**src/rtl/pipe_stage_reg.sv**
```systemverilog
// pipe_stage_reg
//   Pipeline-stage register with a valid/ready handshake and a two-entry
//   skid buffer (head + skid). Any bubble presents all-zero control, so an
//   empty or flushed slot can never write architectural state downstream.
//
//   state  | meaning
//   -------+---------------------------------------------
//   EMPTY  | no valid entry; out_valid=0, out_ctrl=0
//   ONE    | head valid, skid free
//   TWO    | head and skid valid; in_ready=0
//
// Ports
//   clk, rst          clock, asynchronous active-high reset
//   flush             synchronous kill of held entries and current input
//   in_valid/in_ready upstream handshake (in_ready is registered)
//   in_ctrl/in_data   upstream control bits / payload
//   out_valid/out_ready downstream handshake
//   out_ctrl/out_data head control (gated to 0 when invalid) / payload
//   stall_cnt         saturating count of cycles with out_valid & !out_ready

module pipe_stage_reg #(
    parameter int CTRL_W      = 4,
    parameter int DATA_W      = 75,
    parameter int STALL_CNT_W = 16
) (
    input  logic                   clk,
    input  logic                   rst,
    input  logic                   flush,
    input  logic                   in_valid,
    output logic                   in_ready,
    input  logic [CTRL_W-1:0]      in_ctrl,
    input  logic [DATA_W-1:0]      in_data,
    output logic                   out_valid,
    input  logic                   out_ready,
    output logic [CTRL_W-1:0]      out_ctrl,
    output logic [DATA_W-1:0]      out_data,
    output logic [STALL_CNT_W-1:0] stall_cnt
);

    typedef enum logic [1:0] {
        ST_EMPTY = 2'd0,
        ST_ONE   = 2'd1,
        ST_TWO   = 2'd2
    } state_t;

    state_t                 state_q,     state_d;
    logic [CTRL_W-1:0]      head_ctrl_q, head_ctrl_d;
    logic [DATA_W-1:0]      head_data_q, head_data_d;
    logic [CTRL_W-1:0]      skid_ctrl_q, skid_ctrl_d;
    logic [DATA_W-1:0]      skid_data_q, skid_data_d;
    logic                   in_ready_q,  in_ready_d;
    logic [STALL_CNT_W-1:0] stall_cnt_q, stall_cnt_d;

    logic accept;
    logic pop;

    assign out_valid = (state_q != ST_EMPTY);
    assign accept    = in_valid & in_ready_q;
    assign pop       = out_valid & out_ready;

    always_comb begin
        state_d     = state_q;
        head_ctrl_d = head_ctrl_q;
        head_data_d = head_data_q;
        skid_ctrl_d = skid_ctrl_q;
        skid_data_d = skid_data_q;

        if (flush) begin
            // Payload is left alone; only control must be cleared so a
            // stale entry can never be mistaken for a live one.
            state_d     = ST_EMPTY;
            head_ctrl_d = '0;
            skid_ctrl_d = '0;
        end else begin
            unique case (state_q)
                ST_EMPTY: begin
                    if (accept) begin
                        state_d     = ST_ONE;
                        head_ctrl_d = in_ctrl;
                        head_data_d = in_data;
                    end
                end
                ST_ONE: begin
                    if (accept && pop) begin
                        head_ctrl_d = in_ctrl;
                        head_data_d = in_data;
                    end else if (accept) begin
                        state_d     = ST_TWO;
                        skid_ctrl_d = in_ctrl;
                        skid_data_d = in_data;
                    end else if (pop) begin
                        state_d = ST_EMPTY;
                    end
                end
                ST_TWO: begin
                    if (pop) begin
                        state_d     = ST_ONE;
                        head_ctrl_d = skid_ctrl_q;
                        head_data_d = skid_data_q;
                    end
                end
                default: state_d = ST_EMPTY;
            endcase
        end
    end

    // in_ready depends only on the next state, so there is no combinational
    // path from out_ready to in_ready.
    always_comb begin
        in_ready_d = (state_d != ST_TWO);
    end

    always_comb begin
        stall_cnt_d = stall_cnt_q;
        if (out_valid && !out_ready && (stall_cnt_q != '1)) begin
            stall_cnt_d = stall_cnt_q + STALL_CNT_W'(1);
        end
    end

    always_ff @(posedge clk or posedge rst) begin
        if (rst) begin
            state_q     <= ST_EMPTY;
            head_ctrl_q <= '0;
            head_data_q <= '0;
            skid_ctrl_q <= '0;
            skid_data_q <= '0;
            in_ready_q  <= 1'b1;
            stall_cnt_q <= '0;
        end else begin
            state_q     <= state_d;
            head_ctrl_q <= head_ctrl_d;
            head_data_q <= head_data_d;
            skid_ctrl_q <= skid_ctrl_d;
            skid_data_q <= skid_data_d;
            in_ready_q  <= in_ready_d;
            stall_cnt_q <= stall_cnt_d;
        end
    end

    assign in_ready  = in_ready_q;
    assign out_ctrl  = out_valid ? head_ctrl_q : '0;
    assign out_data  = head_data_q;
    assign stall_cnt = stall_cnt_q;

endmodule

```
**config.mk**
```make
export PLATFORM = sky130hd
export DESIGN_NAME = pipe_stage_reg
export DESIGN_NICKNAME = d
export VERILOG_FILES = /design/src/rtl/pipe_stage_reg.sv
export SDC_FILE = /design/constraint.sdc
export NUM_CORES = 1
export LEC_CHECK = 0
export ABC_CLOCK_PERIOD_IN_PS = 8000
export CELL_PAD_IN_SITES_DETAIL_PLACEMENT = 1
export CELL_PAD_IN_SITES_GLOBAL_PLACEMENT = 1
export CORE_ASPECT_RATIO = 0.9
export CORE_UTILIZATION = 42
export CTS_CLUSTER_DIAMETER = 40
export DETAILED_ROUTE_END_ITERATION = 8
export HOLD_SLACK_MARGIN = 0.03
export PLACE_DENSITY_LB_ADDON = 0.15
export SLEW_MARGIN = 20
export SYNTH_ARGS = -nofsm -noshare
export SYNTH_HDL_FRONTEND = slang
export SYNTH_SLANG_ARGS = --single-unit
export TNS_END_PERCENT = 20
```
**constraint.sdc**
```tcl
create_clock -name clk -period 8 [get_ports clk]
set_input_delay 1.2 -clock clk [delete_from_list [all_inputs] [get_ports clk]]
set_output_delay 1.2 -clock clk [all_outputs]
set_load 0.01 [all_outputs]
```
# After elaboration in Yosys (flattened, before gate mapping)
# Cells that the tools add are included.
dict set report totals {
  register_bits 177
  input_bits 84
  out_inout_bits 97
  elab_cells 57
}
dict set report op_classes {
  add_sub_neg 1
  n_eq_ne 11
  muxes 20
  bitwise 4
  n_reduce_logical 14
}
# operator count
set ops {}
lappend ops {{75-bit 2-to-1 mux} 3}
lappend ops {{75-bit case mux with 3 select lines} 1}
lappend ops {{4-bit 2-to-1 mux} 8}
lappend ops {{16-bit by 1-bit adder with 16-bit output (second input constant)} 1}
lappend ops {{16-bit inequality test (second input constant)} 1}
lappend ops {{2-bit 2-to-1 mux} 6}
lappend ops {{4-bit case mux with 3 select lines} 1}
lappend ops {{2-bit inequality test (second input constant)} 5}
lappend ops {{3-bit inequality test (second input constant)} 3}
lappend ops {{4-bit AND reduction} 2}
lappend ops {{2-bit case mux with 3 select lines} 1}
lappend ops {{2-bit nonzero test} 3}
lappend ops {{5-bit AND reduction} 1}
lappend ops {{4-bit nonzero test} 1}
lappend ops {{1-bit logical AND} 3}
lappend ops {{3-bit AND reduction} 1}
lappend ops {{3-bit nonzero test} 1}
lappend ops {{1-bit bitwise AND} 2}
lappend ops {{2-bit by 1-bit == test with 1-bit output (second input constant)} 1}
lappend ops {{2-bit == test (second input constant)} 1}
lappend ops {{2-bit logical NOT} 1}
lappend ops {{1-bit inverter} 2}
lappend ops {{1-bit logical NOT} 1}

# Depth between registers and ports, before layout
dict set report logic_depth {
  depth_word 8
  mapped_depth 8
  mapped_depth_nobuf 6
}

# Least setup slack after synthesis
# OpenSTA, ideal clock, no wires.
dict set report synth_timing {
  kind {input-to-reg}
  start {input out_ready}
  end {register skid_data_q[47]}
  setup_time_ps 125
  arrival_ps 2333
  t_required_ps 7875
  slack_ps 5542
  cell_stages 5
  n_path_buf 2
  path_cell_list {and2b_1 nor4_2 buf_4 buf_6 mux2_2}
}
dict set report synth_via {
  elab_chain_cells 4
}
# element line
set synth_rtl {}
lappend synth_rtl {{from (decl)} 34} ;# input logic out_ready,
lappend synth_rtl {{1-bit bitwise AND} 59} ;# assign pop = out_valid & out_ready;
lappend synth_rtl {{1-bit logical AND} 84} ;# if (accept && pop) begin
lappend synth_rtl {{1-bit inverter (no line)} --}
lappend synth_rtl {{4-bit AND reduction (no line)} --}
lappend synth_rtl {{to (signal assigned)} 134} ;# skid_data_q <= skid_data_d;
lappend synth_rtl {{to (decl)} 50} ;# logic [DATA_W-1:0] skid_data_q, skid_data_d;
# No other way between the ends.
# A chain may end at the register's enable or synchronous reset.

# Final worst setup path
dict set report layout_timing {
  start {input in_valid}
  end {register head_data_q[50] (netlist: out_data[50])}
}
dict set report layout_via {
  elab_chain_cells 4
  elab_cells_between_ends 5
  classes_between {eq/ne: 2; bitwise: 1; reduce/logical: 2}
}
# element line
set layout_rtl {}
lappend layout_rtl {{from (decl)} 29} ;# input logic in_valid,
lappend layout_rtl {{1-bit bitwise AND *} 58} ;# assign accept = in_valid & in_ready_q;
lappend layout_rtl {{1-bit logical AND} 84}
lappend layout_rtl {{2-bit inequality test (no line)} --}
lappend layout_rtl {{5-bit AND reduction (no line) *} --}
lappend layout_rtl {{to (signal assigned)} 132} ;# head_data_q <= head_data_d;
lappend layout_rtl {{to (decl)} 48} ;# logic [DATA_W-1:0] head_data_q, head_data_d;
# Mark *: on every way between the ends. The rest lies on a longest branch, timed or not.

==> impl_metrics.toml <==
[synthesis]
syn-cell-area_sq_um = 8220
synth_fp_nets = 638
netlist_top_cells_count = "dfrtp_1 (176), mux2_2 (167), mux2_4 (51)"
ys_types = 43
netlist_instances = 549
ys_async_sr_fraction_pct = 100
synth_ff_type = "dfrtp_1"
ys_ff_latch = 177
yosys_warnings = 0
yosysMostFrequentCell = "dfrtp_1"
synthDominantCellAreaShare_pct = 53.6
synth_enable_flop_cells = 0
synth_area_leaders = "dfrtp_1 (54%), mux2_2 (23%), mux2_4 (9.3%)"
synth_seq_area_share_pct = 53.9
yosysTopAreaCell = "dfrtp_1"
postSynthAreaPerCell_sq_um = 15.0

[floorplan]
io_pins = 181
core_area_sq_um = 19200
rows = 48
dieHeight_um = 135
start_util_pct = 42.9
die_area_sq_um = 20100
die_x_um = 149

[timing]
relSlewSlack_pct = 29.8
rsz0062_at_grt = "no"
fmax_ghz = 0.262
timing.final.ws_setup_ns = 4.19
min_period_over_period_pct = 47.6
finalSetupViolCount = 0
tightest_slew_ns = 1.05
clock_skew_ns = 0.00895
timing.final.crit_period_ns = 3.81
finalHoldViolCount = 0
drv_slew = 0
finalSetupTns_ns = 0

[routing]
wl_per_cell_um = 19.1
via_count = 5071
drc = 0
routed_wl_um = 18900
firstDrtPassIters = 4
viasPerCell = 5.13
drt_iter0_drc = 167
drt.antenna.violating_nets = 0

[critical_path]
rr_endpoint = "out_data[50]$_DFFE_PP0P_"
startpoint = "in_valid"
crit_type = "in -> reg"
crit_path_end_kind = "flip-flop"
arrival_ns = 4.12
rrSetupSlack_ns = 4.66
max_stage_delay_ns = 0.93
r2r_cells = 6
required_ns = 8.31
critPathMaxFanout = 60
r2r-start = "state_q[0]$_DFF_PP0_"
crit_chain = "clkdlybuf4s50_1 -> nand2_1 -> nor2_1 -> o21ai_4 -> buf_4 -> mux2_2"
crit_slowest_cell = "buf_4"
cp-start-kind = "input port"
crit_path_end = "out_data[50]$_DFFE_PP0P_"

[final_layout]
finalNonFillerCells = 988
final_util_pct = 56.3
nFillCells = 1840
design_area_sq_um = 10800
drive_gt1_share_pct = 36.8
area_growth_pct = 31.3
nets = 814

[min_path]
worst_hold_path_type = "reg -> reg"
min_path_cells = 1

[clocking]
cts_setup_buffers = 0
clockBufferDepth = 2
cts_tree = "done"
clk_pin_slew_ns = 0.06
root_buffer = "clkbuf_16"
holdBufCountCts = 0
htree_num_levels = 4
cts_made_buffers = 17
clk_latency_ns = 0.43
cts-resized-gates = 0
cts_sinks = 177

[power]
pwr-share-comb_pct = 30.1
internal_power_uw = 2300
pwr-share-clk_pct = 25.9
vdd_ir_drop_max_uv = 151
power.density_nw_per_um2 = 296
p_sw_uw = 885
p_seq_share_pct = 44.0
swShare_pct = 27.7
power.leakage_uw = 0.00464

[placed_design]
numPortBuffers = 180
dp_cells = 956
pre_cts_ws_ns = 3.71
dp_hpwl_um = 12600
finalWeightedCongestion = 0.768
placed_area_sq_um = 10200

[status]
outcome = "finished clean"

[global_routing]
grt_usage_pct = 19.9
grt_max_degree = 98
grt_overflow = 0
antenna_found_initial = 1
grt_pass1_vias = 5760
grt_first_pass_wirelength_um = 30500

[run]
cap_violations = 0
==> flip-flops by register name, indices dropped and copies added (netlist names) <==
| signal | count |
|---|---|
| stall_cnt | 16 |
| skid_data_q | 75 |
| in_ready | 1 |
| head_ctrl_q | 4 |
| skid_ctrl_q | 4 |
| state_q | 2 |
| out_data | 75 |
==> cells by family after synthesis <==
kind of cell,count (synthesis),share of synthesized area [%]
mux,239,35.0
fa+ha+maj,6,0.883
buf+inv,34,2.71
xor+xnor,14,1.49
simple gates,70,5.21
flops,177,53.9
compound gates,9,0.837
==> cell type report <==
cell class                      count  area (sq um)  area share (%)
Sequential cell                   177          4430            41.1
Clock buffer                       18           439            4.07
Clock inverter                     13           138            1.28
Timing Repair Buffer              184          1840            17.0
Inverter                            7          31.3           0.290
Tap cell                          250           313            2.90
Multi-Input combinational cell    338          3600            33.3
Antenna cell                        1          2.50          0.0232
==> per-stage QoR <==
step                hold WS [ns]  power (uW)
floorplan                  0.452        1910
finish                     0.483        3190
detailed placement         0.473        2390
global route               0.512        3370
global placement           0.461        2320
CTS                        0.488        3240
==> critical path, delay by kind of cell <==
kind | cells | cell delay [ns]
compound gates | 1 | 0.64
mux | 1 | 0.42
simple gates | 2 | 0.43
buf+inv | 2 | 1.39
==> per-layer routing <==
layer  vias to the layer above  GRT usage, %  share of wire [%]
met5                         -             0                  0
met2                       129          32.4                 50
met1                      2604          24.2                 42
li1                       2314             -                  -
met3                        24          7.06                6.6
met4                         0          7.03                1.9
==> cells in the final DEF (no fill, tap or decap), types with 3 or more instances in the layout <==
master / synthesis / layout
nor3_1: 7 / 7
nor2b_1: 9 / 9
nor2_1: 15 / 15
mux2i_1: 8 / 8
mux2_4: 51 / 51
dfrtp_1: 176 / 176
clkinv_2: 0 / 4
mux2_2: 167 / 167
inv_1: 7 / 6
mux2_1: 13 / 13
inv_6: 0 / 3
xor2_1: 13 / 13
nand4_2: 3 / 3
clkdlybuf4s50_1: 0 / 180
ha_1: 5 / 4
nor4_1: 4 / 4
nand3_1: 4 / 4
nand2_1: 11 / 11
clkinvlp_4: 0 / 3
clkbuf_16: 0 / 17
==> worst min path at each step <==
stage / startpoint / slack [ns] / to
2_1_floorplan: skid_data_q[17]$_DFFE_PP0P_ / 0.45 / skid_data_q[17]$_DFFE_PP0P_
3_3_place_gp: skid_data_q[59]$_DFFE_PP0P_ / 0.46 / skid_data_q[59]$_DFFE_PP0P_
3_5_place_dp: skid_data_q[66]$_DFFE_PP0P_ / 0.47 / skid_data_q[66]$_DFFE_PP0P_
4_1_cts: skid_data_q[66]$_DFFE_PP0P_ / 0.49 / skid_data_q[66]$_DFFE_PP0P_
5_1_grt: skid_data_q[17]$_DFFE_PP0P_ / 0.51 / skid_data_q[17]$_DFFE_PP0P_
6_report: skid_data_q[60]$_DFFE_PP0P_ / 0.48 / skid_data_q[60]$_DFFE_PP0P_
==> power groups by stage <==
stage / registers (uW) / logic (uW) / clock network, uW
after floorplan: 1430 / 476 / 0
after global placement: 1390 / 934 / 0
after detailed placement: 1420 / 973 / 0
after CTS: 1400 / 979 / 852
after global routing: 1450 / 1030 / 884
final: 1400 / 961 / 825
(Power assumes the default switching activity.)
